File: src/rtl/painterengine_gpu_dma_pkg.sv
// -----------------------------------------------------------------------------
// painterengine_gpu_dma_pkg
// Shared definitions for the GPU DMA engines (reader now, writer later):
// FSM state codes, fixed AXI field encodings and 4 KB page helpers.
// -----------------------------------------------------------------------------
package painterengine_gpu_dma_pkg;

    // State codes are exposed on the debug readback port, so the encoding
    // is part of the interface and must not change.
    typedef enum logic [7:0] {
        ST_IDLE  = 8'd0,
        ST_ADDR  = 8'd1,
        ST_DATA  = 8'd2,
        ST_DONE  = 8'd3,
        ST_ERROR = 8'd4,
        ST_DRAIN = 8'd5
    } dma_state_t;

    localparam logic [2:0]  AXI_SIZE_4B    = 3'b010;
    localparam logic [1:0]  AXI_BURST_INCR = 2'b01;
    localparam logic [1:0]  AXI_RESP_OKAY  = 2'b00;
    localparam logic [12:0] PAGE_BYTES     = 13'h1000;

    // Number of whole 32-bit words left before the next 4 KB boundary.
    // For a word-aligned offset the result lies in 1..1024.
    function automatic logic [10:0] page_room_words(input logic [11:0] page_off);
        logic [12:0] room_bytes;
        room_bytes = PAGE_BYTES - {1'b0, page_off};
        return room_bytes[12:2];
    endfunction

endpackage

File: src/rtl/painterengine_gpu_dma_reader_if.sv
// -----------------------------------------------------------------------------
// painterengine_gpu_dma_reader_if
// AXI4 read address/data channels plus the task-FIFO push port of the DMA
// reader. master = the DMA reader, slave = memory interconnect / FIFO side.
// -----------------------------------------------------------------------------
interface painterengine_gpu_dma_reader_if;
    // AXI4 read address channel
    logic [31:0] o_wire_axi_araddr;
    logic [7:0]  o_wire_axi_arlen;
    logic [2:0]  o_wire_axi_arsize;
    logic [1:0]  o_wire_axi_arburst;
    logic        o_wire_axi_arvalid;
    logic        i_wire_axi_arready;
    // AXI4 read data channel
    logic [31:0] i_wire_axi_rdata;
    logic [1:0]  i_wire_axi_rresp;
    logic        i_wire_axi_rlast;
    logic        i_wire_axi_rvalid;
    logic        o_wire_axi_rready;
    // Task FIFO push port
    logic [31:0] o_wire_fifo_data;
    logic        o_wire_fifo_write;
    logic        i_wire_fifo_full;

    modport master (
        output o_wire_axi_araddr, o_wire_axi_arlen, o_wire_axi_arsize,
               o_wire_axi_arburst, o_wire_axi_arvalid, o_wire_axi_rready,
               o_wire_fifo_data, o_wire_fifo_write,
        input  i_wire_axi_arready, i_wire_axi_rdata, i_wire_axi_rresp,
               i_wire_axi_rlast, i_wire_axi_rvalid, i_wire_fifo_full
    );

    modport slave (
        input  o_wire_axi_araddr, o_wire_axi_arlen, o_wire_axi_arsize,
               o_wire_axi_arburst, o_wire_axi_arvalid, o_wire_axi_rready,
               o_wire_fifo_data, o_wire_fifo_write,
        output i_wire_axi_arready, i_wire_axi_rdata, i_wire_axi_rresp,
               i_wire_axi_rlast, i_wire_axi_rvalid, i_wire_fifo_full
    );
endinterface

File: src/rtl/painterengine_gpu_dma_burst_calc.sv
// -----------------------------------------------------------------------------
// painterengine_gpu_dma_burst_calc
// Combinational burst sizing: beats = min(remaining, MAX_BURST, words left in
// the current 4 KB page), so no burst crosses a page boundary.
//   page_off_i   : byte offset of the burst start within its 4 KB page
//   remaining_i  : words still to transfer (must be non-zero when used)
//   beats_o      : beats in the burst (1..MAX_BURST)
//   arlen_o      : AXI arlen encoding (beats-1)
// -----------------------------------------------------------------------------
module painterengine_gpu_dma_burst_calc
    import painterengine_gpu_dma_pkg::*;
#(
    parameter int MAX_BURST = 16
) (
    input  logic [11:0] page_off_i,
    input  logic [31:0] remaining_i,
    output logic [8:0]  beats_o,
    output logic [7:0]  arlen_o
);
    localparam logic [31:0] MAX_BURST_W = 32'(MAX_BURST);

    logic [31:0] room_d;
    logic [31:0] lim_d;

    always_comb begin
        room_d = {21'd0, page_room_words(page_off_i)};
        lim_d  = remaining_i;
        if (MAX_BURST_W < lim_d) lim_d = MAX_BURST_W;
        if (room_d < lim_d)      lim_d = room_d;
        beats_o = lim_d[8:0];
        arlen_o = 8'(lim_d - 32'd1);
    end
endmodule

File: src/rtl/painterengine_gpu_dma_reader.sv
// -----------------------------------------------------------------------------
// painterengine_gpu_dma_reader
// DMA read engine for the GPU task controllers. Fetches i_wire_length words
// from i_wire_address over AXI4 INCR bursts (one AR outstanding) and pushes
// them in order into the task FIFO.
// Ports:
//   i_wire_clock / i_wire_reset : clock, synchronous active-high reset
//   i_wire_run                  : 0 = idle/clear, rising = start
//   i_wire_address/_length      : byte address / word count, sampled at start
//   o_wire_done / o_wire_error  : sticky status until run is dropped
//   o_wire_state                : {24'd0, state code} debug readback
//   bus                         : AXI read channels + FIFO push (master)
// -----------------------------------------------------------------------------
module painterengine_gpu_dma_reader
    import painterengine_gpu_dma_pkg::*;
#(
    parameter int MAX_BURST = 16
) (
    input  logic        i_wire_clock,
    input  logic        i_wire_reset,
    input  logic        i_wire_run,
    input  logic [31:0] i_wire_address,
    input  logic [31:0] i_wire_length,
    output logic        o_wire_done,
    output logic        o_wire_error,
    output logic [31:0] o_wire_state,
    painterengine_gpu_dma_reader_if.master bus
);
    dma_state_t  state_q;
    logic [31:0] addr_q;
    logic [31:0] remaining_q;
    logic [8:0]  beat_cnt_q;
    logic [31:0] araddr_q;
    logic [7:0]  arlen_q;
    logic        arvalid_q;
    logic        done_q;
    logic        error_q;
    logic        err_pending_q;

    logic [31:0] addr_next_d;
    logic [31:0] remaining_next_d;
    logic [11:0] calc_page_off_d;
    logic [31:0] calc_rem_d;
    logic [8:0]  calc_beats;
    logic [7:0]  calc_arlen;
    logic        rready_d;
    logic        beat_acc_d;
    logic        last_beat_d;
    logic        bad_beat_d;

    assign addr_next_d      = addr_q + 32'd4;
    assign remaining_next_d = remaining_q - 32'd1;

    // The next burst is sized from the values the counters will hold after
    // this edge: the start inputs in IDLE, the post-beat values in DATA.
    assign calc_page_off_d = (state_q == ST_IDLE) ? i_wire_address[11:0] : addr_next_d[11:0];
    assign calc_rem_d      = (state_q == ST_IDLE) ? i_wire_length : remaining_next_d;

    painterengine_gpu_dma_burst_calc #(
        .MAX_BURST (MAX_BURST)
    ) u_burst_calc (
        .page_off_i  (calc_page_off_d),
        .remaining_i (calc_rem_d),
        .beats_o     (calc_beats),
        .arlen_o     (calc_arlen)
    );

    assign rready_d    = ((state_q == ST_DATA) && !bus.i_wire_fifo_full) || (state_q == ST_DRAIN);
    assign beat_acc_d  = bus.i_wire_axi_rvalid && rready_d;
    assign last_beat_d = (beat_cnt_q == 9'd1);
    // The local beat counter is authoritative; an rlast that disagrees with
    // it is treated as a bus error just like a non-OKAY response.
    assign bad_beat_d  = (bus.i_wire_axi_rresp != AXI_RESP_OKAY) ||
                         (bus.i_wire_axi_rlast != last_beat_d);

    // A beat accepted in the cycle run is seen low is already part of the
    // abort, so it is not pushed.
    assign bus.o_wire_fifo_write  = (state_q == ST_DATA) && beat_acc_d && !bad_beat_d && i_wire_run;
    assign bus.o_wire_fifo_data   = bus.o_wire_fifo_write ? bus.i_wire_axi_rdata : 32'd0;
    assign bus.o_wire_axi_rready  = rready_d;
    assign bus.o_wire_axi_araddr  = araddr_q;
    assign bus.o_wire_axi_arlen   = arlen_q;
    assign bus.o_wire_axi_arsize  = AXI_SIZE_4B;
    assign bus.o_wire_axi_arburst = AXI_BURST_INCR;
    assign bus.o_wire_axi_arvalid = arvalid_q;

    assign o_wire_done  = done_q;
    assign o_wire_error = error_q;
    assign o_wire_state = {24'd0, state_q};

    always_ff @(posedge i_wire_clock) begin
        if (i_wire_reset) begin
            state_q       <= ST_IDLE;
            addr_q        <= 32'd0;
            remaining_q   <= 32'd0;
            beat_cnt_q    <= 9'd0;
            araddr_q      <= 32'd0;
            arlen_q       <= 8'd0;
            arvalid_q     <= 1'b0;
            done_q        <= 1'b0;
            error_q       <= 1'b0;
            err_pending_q <= 1'b0;
        end else begin
            case (state_q)
                ST_IDLE: begin
                    if (i_wire_run) begin
                        addr_q      <= i_wire_address;
                        remaining_q <= i_wire_length;
                        if (i_wire_address[1:0] != 2'b00) begin
                            state_q <= ST_ERROR;
                            error_q <= 1'b1;
                        end else if (i_wire_length == 32'd0) begin
                            state_q <= ST_DONE;
                            done_q  <= 1'b1;
                        end else begin
                            state_q    <= ST_ADDR;
                            arvalid_q  <= 1'b1;
                            araddr_q   <= i_wire_address;
                            arlen_q    <= calc_arlen;
                            beat_cnt_q <= calc_beats;
                        end
                    end
                end
                ST_ADDR: begin
                    // AR must complete even when aborted; its data is drained.
                    if (bus.i_wire_axi_arready) begin
                        arvalid_q <= 1'b0;
                        state_q   <= i_wire_run ? ST_DATA : ST_DRAIN;
                    end
                end
                ST_DATA: begin
                    if (beat_acc_d) begin
                        beat_cnt_q  <= beat_cnt_q - 9'd1;
                        addr_q      <= addr_next_d;
                        remaining_q <= remaining_next_d;
                        if (last_beat_d) begin
                            if (bad_beat_d) begin
                                state_q <= ST_ERROR;
                                error_q <= 1'b1;
                            end else if (!i_wire_run) begin
                                state_q <= ST_IDLE;
                            end else if (remaining_next_d == 32'd0) begin
                                state_q <= ST_DONE;
                                done_q  <= 1'b1;
                            end else begin
                                state_q    <= ST_ADDR;
                                arvalid_q  <= 1'b1;
                                araddr_q   <= addr_next_d;
                                arlen_q    <= calc_arlen;
                                beat_cnt_q <= calc_beats;
                            end
                        end else if (bad_beat_d) begin
                            err_pending_q <= 1'b1;
                            state_q       <= ST_DRAIN;
                        end else if (!i_wire_run) begin
                            state_q <= ST_DRAIN;
                        end
                    end else if (!i_wire_run) begin
                        state_q <= ST_DRAIN;
                    end
                end
                ST_DRAIN: begin
                    if (beat_acc_d) begin
                        beat_cnt_q <= beat_cnt_q - 9'd1;
                        if (last_beat_d) begin
                            err_pending_q <= 1'b0;
                            if (err_pending_q) begin
                                state_q <= ST_ERROR;
                                error_q <= 1'b1;
                            end else begin
                                state_q <= ST_IDLE;
                            end
                        end
                    end
                end
                ST_DONE: begin
                    if (!i_wire_run) begin
                        state_q <= ST_IDLE;
                        done_q  <= 1'b0;
                    end
                end
                ST_ERROR: begin
                    if (!i_wire_run) begin
                        state_q <= ST_IDLE;
                        error_q <= 1'b0;
                    end
                end
                default: begin
                    state_q <= ST_IDLE;
                end
            endcase
        end
    end
endmodule

File: src/flat_wrapper.sv
// flat-port wrapper written by rule: the top's interface ports become plain ports
module painterengine_gpu_dma_reader_flat import painterengine_gpu_dma_pkg::*;
#(
    parameter int MAX_BURST = 16
)
  (i_wire_clock, i_wire_reset, i_wire_run, i_wire_address, i_wire_length, o_wire_done, o_wire_error, o_wire_state, bus_o_wire_axi_araddr, bus_o_wire_axi_arlen, bus_o_wire_axi_arsize, bus_o_wire_axi_arburst, bus_o_wire_axi_arvalid, bus_o_wire_axi_rready, bus_o_wire_fifo_data, bus_o_wire_fifo_write, bus_i_wire_axi_arready, bus_i_wire_axi_rdata, bus_i_wire_axi_rresp, bus_i_wire_axi_rlast, bus_i_wire_axi_rvalid, bus_i_wire_fifo_full);
  painterengine_gpu_dma_reader_if bus_i ();
  input  logic i_wire_clock;
  input  logic i_wire_reset;
  input  logic i_wire_run;
  input  logic [31:0] i_wire_address;
  input  logic [31:0] i_wire_length;
  output logic o_wire_done;
  output logic o_wire_error;
  output logic [31:0] o_wire_state;
  output wire logic [$bits(bus_i.o_wire_axi_araddr)-1:0] bus_o_wire_axi_araddr;
  output wire logic [$bits(bus_i.o_wire_axi_arlen)-1:0] bus_o_wire_axi_arlen;
  output wire logic [$bits(bus_i.o_wire_axi_arsize)-1:0] bus_o_wire_axi_arsize;
  output wire logic [$bits(bus_i.o_wire_axi_arburst)-1:0] bus_o_wire_axi_arburst;
  output wire logic [$bits(bus_i.o_wire_axi_arvalid)-1:0] bus_o_wire_axi_arvalid;
  output wire logic [$bits(bus_i.o_wire_axi_rready)-1:0] bus_o_wire_axi_rready;
  output wire logic [$bits(bus_i.o_wire_fifo_data)-1:0] bus_o_wire_fifo_data;
  output wire logic [$bits(bus_i.o_wire_fifo_write)-1:0] bus_o_wire_fifo_write;
  input wire logic [$bits(bus_i.i_wire_axi_arready)-1:0] bus_i_wire_axi_arready;
  input wire logic [$bits(bus_i.i_wire_axi_rdata)-1:0] bus_i_wire_axi_rdata;
  input wire logic [$bits(bus_i.i_wire_axi_rresp)-1:0] bus_i_wire_axi_rresp;
  input wire logic [$bits(bus_i.i_wire_axi_rlast)-1:0] bus_i_wire_axi_rlast;
  input wire logic [$bits(bus_i.i_wire_axi_rvalid)-1:0] bus_i_wire_axi_rvalid;
  input wire logic [$bits(bus_i.i_wire_fifo_full)-1:0] bus_i_wire_fifo_full;
  assign bus_o_wire_axi_araddr = bus_i.o_wire_axi_araddr;
  assign bus_o_wire_axi_arlen = bus_i.o_wire_axi_arlen;
  assign bus_o_wire_axi_arsize = bus_i.o_wire_axi_arsize;
  assign bus_o_wire_axi_arburst = bus_i.o_wire_axi_arburst;
  assign bus_o_wire_axi_arvalid = bus_i.o_wire_axi_arvalid;
  assign bus_o_wire_axi_rready = bus_i.o_wire_axi_rready;
  assign bus_o_wire_fifo_data = bus_i.o_wire_fifo_data;
  assign bus_o_wire_fifo_write = bus_i.o_wire_fifo_write;
  assign bus_i.i_wire_axi_arready = bus_i_wire_axi_arready;
  assign bus_i.i_wire_axi_rdata = bus_i_wire_axi_rdata;
  assign bus_i.i_wire_axi_rresp = bus_i_wire_axi_rresp;
  assign bus_i.i_wire_axi_rlast = bus_i_wire_axi_rlast;
  assign bus_i.i_wire_axi_rvalid = bus_i_wire_axi_rvalid;
  assign bus_i.i_wire_fifo_full = bus_i_wire_fifo_full;
  painterengine_gpu_dma_reader #(.MAX_BURST(MAX_BURST)) u_core (.i_wire_clock(i_wire_clock), .i_wire_reset(i_wire_reset), .i_wire_run(i_wire_run), .i_wire_address(i_wire_address), .i_wire_length(i_wire_length), .o_wire_done(o_wire_done), .o_wire_error(o_wire_error), .o_wire_state(o_wire_state), .bus(bus_i));
endmodule
File: config.mk
export PLATFORM = sky130hd
export DESIGN_NAME = painterengine_gpu_dma_reader_flat
export DESIGN_NICKNAME = d
export VERILOG_FILES = /design/src/rtl/painterengine_gpu_dma_pkg.sv /design/src/rtl/painterengine_gpu_dma_reader_if.sv /design/src/rtl/painterengine_gpu_dma_burst_calc.sv /design/src/rtl/painterengine_gpu_dma_reader.sv /design/src/flat_wrapper.sv
export SDC_FILE = /design/constraint.sdc
export NUM_CORES = 1
export LEC_CHECK = 0
export CORE_ASPECT_RATIO = 0.5
export CORE_MARGIN = 3
export CORE_UTILIZATION = 52
export CTS_BUF_LIST = sky130_fd_sc_hd__clkbuf_2 sky130_fd_sc_hd__clkbuf_4 sky130_fd_sc_hd__clkbuf_8
export DETAILED_ROUTE_END_ITERATION = 12
export PLACE_DENSITY = 0.83
export SLEW_MARGIN = 20
export SYNTH_ARGS = -nofsm -noshare
export SYNTH_HDL_FRONTEND = slang
export SYNTH_SLANG_ARGS = --single-unit
File: constraint.sdc
create_clock -name i_wire_clock -period 6.77 [get_ports i_wire_clock]
set_input_delay 0.677 -clock i_wire_clock [delete_from_list [all_inputs] [get_ports i_wire_clock]]
set_output_delay 0.677 -clock i_wire_clock [all_outputs]
set_load 0.02 [all_outputs]
; ---- After elaboration in Yosys (flattened, before gate mapping)
; Index checks and enable logic that the tools add are counted.
[totals]
register_bits = 125
out_inout_bits = 114
elab_cells = 163
[classes]
addsub = 5
n_lt_le_gt_ge = 2
n_eq_ne = 27
n_mux = 90
n_reduce_logical = 29
[ops]
columns = cell, n
row1 = $mux W32, 15
row2 = $pmux W32 S2, 3
row3 = $mux W8, 20
row4 = $mux W9, 10
row5 = $logic_not A32 Y1, 2
row6 = $pmux W8 S5, 1
row7 = $add A32 B3 Y32 const B, 1
row8 = $lt A11 B32 Y1, 1
row9 = $lt A5 B32 Y1 const A, 1
row10 = $sub A32 B1 Y32 const B, 1
row11 = $mux W1, 30
row12 = $reduce_and A10 Y1, 3
row13 = $ne A2 B2 Y1 const B, 14
row14 = $pmux W9 S3, 1
row15 = $eq A8 B2 Y1 const B, 2
row16 = $eq A8 B3 Y1 const B, 2
row17 = $pmux W8 S2, 1
row18 = $sub A13 B12 Y13 const A, 1
row19 = $mux W12, 1
row20 = $ne A2 B1 Y1 const B, 6
row21 = $reduce_and A6 Y1, 2
row22 = $eq A9 B1 Y1 const B, 1
row23 = $reduce_and A9 Y1, 1
row24 = $reduce_bool A3 Y1, 3
row25 = 18 further kinds, 30

; ---- Logic depth before layout (Yosys ltp)
[logic_depth]
depth_word = 13
mapped_depth = 25

; ---- Modules after synthesis
; A second synthesis with hierarchy kept.
[unflattened]
cells_unflattened = 1317
hier_area_um2 = 9441.6
[modules_own_cells]
columns = mod, instances, cells_each, area_per_inst_um2, seq_area_each_um2
row1 = painterengine_gpu_dma_reader, 1, 1198, 8590.7, 2502.4
row2 = painterengine_gpu_dma_burst_calc, 1, 119, 850.8, 0.0

; ---- Worst setup path after synthesis
; Ideal clock, no wire load.
[synth_timing]
kind = flip-flop to flip-flop
startpoint = register u_core.remaining_q[0]
endpoint = register u_core.arlen_q[4], in the netlist u_core.bus.o_wire_axi_arlen[4]
setup_time_ns = 0.086
t_arrival_ns = 5.338
t_required_ns = 6.684
setup_slack_ns = 1.347
path_stages_with_launch = 26
n_path_buf = 1
synth_period_minus_slack_ns = 5.423
cell_sequence = dfxtp_1 > buf_6 > inv_1 > ha_1 > nor3b_1 > nand4_1 > nand2_1 > a311oi_1 > o211ai_2 > nor2_1 > a31oi_1 > inv_1 > ha_1 > a21o_1 > a21o_1 > a2111oi_0 > nand3_1 > nor4b_4 > nor2_4 > mux2_2 > ha_1 > inv_1 > a31oi_1 > nand3b_1 > o211a_1 > a211oi_1
[synth_between]
elab_chain_len = 13
[synth_rtl]
columns = element, line_no
row1 = from (decl), painterengine_gpu_dma_reader.sv:31  ; logic [31:0] remaining_q;
row2 = from (signal assigned), painterengine_gpu_dma_reader.sv:108  ; remaining_q <= i_wire_length;
row3 = from (signal assigned), painterengine_gpu_dma_reader.sv:135  ; remaining_q <= remaining_next_d;
row4 = $sub A32 B1 Y32 *, painterengine_gpu_dma_reader.sv:52  ; assign remaining_next_d = remaining_q - 32'd1;
row5 = $mux W32, painterengine_gpu_dma_reader.sv:57  ; assign calc_rem_d = (state_q == ST_IDLE) ? i_wire_length : remaining_next_d;
row6 = $lt A5 B32 Y1, painterengine_gpu_dma_burst_calc.sv:28  ; if (MAX_BURST_W < lim_d) lim_d = MAX_BURST_W;
row7 = $mux W32, painterengine_gpu_dma_burst_calc.sv:28
row8 = $lt A11 B32 Y1, painterengine_gpu_dma_burst_calc.sv:29  ; if (room_d < lim_d) lim_d = room_d;
row9 = $mux W9, painterengine_gpu_dma_burst_calc.sv:29
row10 = $sub A8 B1 Y8, painterengine_gpu_dma_burst_calc.sv:31  ; arlen_o = 8'(lim_d - 32'd1);
row11 = $mux W8, painterengine_gpu_dma_reader.sv:142  ; end else if (remaining_next_d == 32'd0) begin
row12 = $mux W8, painterengine_gpu_dma_reader.sv:140  ; end else if (!i_wire_run) begin
row13 = $mux W8, painterengine_gpu_dma_reader.sv:137  ; if (bad_beat_d) begin
row14 = $mux W8, painterengine_gpu_dma_reader.sv:136  ; if (last_beat_d) begin
row15 = $mux W8, painterengine_gpu_dma_reader.sv:132  ; if (beat_acc_d) begin
row16 = $pmux W8 S2, painterengine_gpu_dma_reader.sv:104  ; case (state_q)
row17 = to (signal assigned), painterengine_gpu_dma_reader.sv:119  ; arlen_q <= calc_arlen;
row18 = to (signal assigned), painterengine_gpu_dma_reader.sv:149  ; arlen_q <= calc_arlen;
row19 = to (decl), painterengine_gpu_dma_reader.sv:34  ; logic [7:0] arlen_q;
; Every way passes the cells marked *; elsewhere a longest branch is shown, timed or not. The select of a mux whose other input is x is not followed.
; A chain may end at the register's enable or synchronous reset.

; ---- Worst setup path in the final report
[layout_timing]
startpoint = register u_core.remaining_q[0]
endpoint = register u_core.arlen_q[6], in the netlist u_core.bus.o_wire_axi_arlen[6]
; The elaborated chain is that of the path after synthesis.

==> results.py <==
metrics = {
    "routing": {
        "drc_errors": 2,
        "vias_per_cell": 5.95,
        "final_antenna_net_count": 0,
        "routedWlPerCell_microns": 17.7,
        "drt_pass1_iterations": 9,
        "routed_wl_mm": 29.7,
        "drt-initial-drc-count": 906,
        "vias": 9966,
    },
    "timing": {
        "slew-limit-headroom_pct": 26.0,
        "clock.fmax_mhz": 162,
        "hold_violations": 0,
        "hold_ws_ps": 452,
        "slew_viol_final": 0,
        "skew_ps": 21.9,
        "period_minus_slack_ps": 6190,
        "setup_viol": 0,
        "tightest_slew_ps": 1110,
        "tns_ps": 0,
        "period_share_pct": 91.4,
        "rsz0062_at_grt": "no",
    },
    "global_routing": {
        "grt_max_degree": 104,
        "grt_overflow_total": 0,
        "grt_pass1_wl_mm": 46.7,
        "antenna_found_initial": 0,
        "track_usage_pct": 30.0,
        "grt_pass1_vias": 9158,
    },
    "critical_path": {
        "path_max_fanout": 18,
        "arrival_ps": 6560,
        "critPathKind": "reg -> reg",
        "rr_endpoint": "u_core.bus.o_wire_axi_arlen[6]",
        "cp-endpoint": "u_core.bus.o_wire_axi_arlen[6]",
        "critPathLaunch": "u_core.remaining_q[0]",
        "start_kind": "register",
        "r2r_start": "u_core.remaining_q[0]",
        "cp.required_ps": 7150,
        "reg2reg_slack_ps": 580,
        "end_kind": "register",
        "reg2reg_depth": 24,
    },
    "clocking": {
        "cts_setup_buffers": 0,
        "clk_latency_ps": 470,
        "cts-root-buf": "clkbuf_8",
        "clk_path_buf_depth": 2,
        "clk_pin_slew_ps": 100,
        "cts_resized": 0,
        "cts_tree": "done",
        "clock-sinks": 125,
        "cts_hold_buf": 0,
        "h-tree-depth": 4,
        "tritoncts.num_buffers": 17,
    },
    "job": {
        "max_cap_violations": 0,
    },
    "floorplan": {
        "die_h_microns": 99.6,
        "io-pin-count": 219,
        "die_area_sq_um": 19200,
        "core_area_sq_um": 16800,
        "die_w_microns": 193,
        "start_util_pct": 54.3,
        "rows": 33,
    },
    "finish": {
        "drive_gt1_share_pct": 6.15,
        "final_common_cell": "nand2_1",
        "post_layout_nonfiller_instances": 1674,
        "utilization_pct": 67.8,
        "final_nets": 1555,
        "area_growth_syn_to_layout_pct": 24.7,
        "seq_area_sq_um": 2500,
        "multiInputGateArea_sq_um": 6080,
        "n_antenna_cell": 0,
        "final_cell_mix": "nand2_1, clkdlybuf4s50_1, nor2_1, a21oi_1, dfxtp_1",
        "final.fill_count": 1431,
    },
    "power": {
        "vdd_drop_max_v": 0.000121,
        "p_sw_share_pct": 31.2,
        "p_clk_share_pct": 40.1,
        "power_mw": 1.69,
        "p_int_mw": 1.16,
        "pwr-share-seq_pct": 44.6,
        "p_switching_uw": 525,
        "power_density_nw_per_um2": 148,
        "p_leak_nw": 4.14,
        "power_frac_comb_pct": 15.4,
    },
    "placement": {
        "detailed_place_hpwl_mm": 21.7,
        "io_buffers": 189,
        "place.gp.congestion": 0.945,
        "place_inst": 1642,
    },
    "yosys": {
        "synth.avg_cell_area_sq_um": 7.08,
        "ys_types": 81,
        "ys_seq_area_share_pct": 27.5,
        "ys_ff_latch": 125,
        "synthFlopType": "dfxtp_1",
        "synth_edf_count": 0,
        "synthArstFlopShare_pct": 0,
        "syn_area_sq_um": 9110,
        "yosysWarnings": 0,
        "syn_inst": 1287,
    },
    "outcome": {
        "outcome": "finished, violations left",
        "violations": "DRC",
    },
    "min_path": {
        "hold_path_class": "reg -> reg",
        "hold_depth": 2,
    },
}
## how the worst min path moves through the flow
stage                                         start                               to  slack, ps
CTS                 u_core.bus.o_wire_axi_araddr[7]  u_core.bus.o_wire_axi_araddr[7]        450
global route        u_core.bus.o_wire_axi_araddr[7]  u_core.bus.o_wire_axi_araddr[7]        470
global placement    u_core.bus.o_wire_axi_araddr[0]  u_core.bus.o_wire_axi_araddr[0]        440
detailed placement  u_core.bus.o_wire_axi_araddr[7]  u_core.bus.o_wire_axi_araddr[7]        440
finish              u_core.bus.o_wire_axi_araddr[7]  u_core.bus.o_wire_axi_araddr[7]        450
floorplan                         u_core.addr_q[31]                u_core.addr_q[31]        440
## per-stage QoR
step	setup WS, ps	instance area, sq um
5_1_grt	17.0	11400
2_1_floorplan	1350	9250
6_report	583	11400
4_1_cts	526	11400
3_5_place_dp	450	11000
3_3_place_gp	658	11000
## synthesized netlist by cell type (all sizes together) (3+ instances only)
master,count,area (sq um)
o31ai,11,110
or4b,3,30.0
or2,5,31.3
a21o,8,61.3
clkbuf,63,236
dfxtp,125,2500
o32ai,3,26.3
and4,3,26.3
o21a,3,22.5
a211o,4,35.0
nor3b,7,57.6
and3,8,50.1
xor2,19,166
buf,50,352
xnor2,34,305
a211oi,12,95.1
nor4,27,233
mux2,5,56.3
nor3,33,185
o22ai,5,31.3
nand3,34,175
nand4,24,165
nor4b,3,41.3
or3,11,68.8
a311oi,4,35.0
o211ai,12,95.1
ha,16,200
nand3b,7,52.6
mux2i,14,140
a31oi,9,56.3
nand2b,10,62.6
a31o,3,26.3
nand4b,3,26.3
nor2,134,518
inv,28,105
o21ai,91,459
o2111ai,5,43.8
a22oi,18,135
and2,37,231
nor2b,11,68.8
or4,10,82.6
a21oi,132,664
nand2,216,811
a2111oi,7,62.6
## final cells by class
cell class	instances	share of cell area, %
clock inverters	15	1.35
multi-input cells	1059	53.6
repair buffers	203	17.6
clock buffers	17	2.06
flip-flops and latches	125	22.0
well taps	227	2.50
inverters	28	0.925
## critical path: stages (launching register included)
cell       delay [ps]
dfxtp_1           430
inv_1             120
ha_1              320
nor3b_1           350
nand4_1           390
nand2_1           180
a311oi_1          140
o211ai_2          430
nor2_1             80
a31oi_1           450
inv_1              90
ha_1              190
a21o_1            180
a21o_1            170
a2111oi_1         540
nand3_1           210
nor4b_4           340
nor2_4            160
mux2_2            290
ha_1              200
inv_1             110
nor3_1            240
xnor2_1           140
o21ai_0            80
a211oi_1          270
## cell families (layout without fill, tap and decap cells)
logic type | count (synthesis) | in the layout | synth area share (%)
AND/OR/NAND/NOR | 590 | 590 | 32.4
AO/OA/AOI/OAI | 341 | 341 | 22.9
buffers and inverters | 141 | 263 | 7.61
flip-flops | 125 | 125 | 27.5
XOR/XNOR | 53 | 53 | 5.18
multiplexers | 19 | 19 | 2.16
adder cells (fa/ha/maj) | 16 | 16 | 2.20
other | 2 | 40 | 0.0824
## state kept, by name, summed over array words and instances (netlist names)
| register | cells |
|---|---|
| u_core.bus.o_wire_axi_arlen | 8 |
| u_core.remaining_q | 32 |
| u_core.state_q | 8 |
| u_core.bus.o_wire_axi_araddr | 32 |
| u_core.o_wire_error | 1 |
| u_core.addr_q | 32 |
| u_core.beat_cnt_q | 9 |
| u_core.err_pending_q | 1 |
| u_core.bus.o_wire_axi_arvalid | 1 |
| u_core.o_wire_done | 1 |
## power by group through the flow
stage | Sequential [mW] | Clock (mW) | Combinational (mW)
6_report | 0.751 | 0.675 | 0.259
3_3_place_gp | 0.767 | 0 | 0.250
3_5_place_dp | 0.768 | 0 | 0.254
2_1_floorplan | 0.769 | 0 | 0.153
5_1_grt | 0.752 | 0.718 | 0.280
4_1_cts | 0.751 | 0.684 | 0.255
## routing by layer
layer  vias up  share of wire [%]  GRT usage [%]
met4         0                2.4           10.0
met2       436                 48           50.5
met5         -                  0              0
li1       4788                  -              -
met1      4685                 43           38.9
met3        57                7.1           5.35
Note: power is estimated with default switching activity, not from simulation.
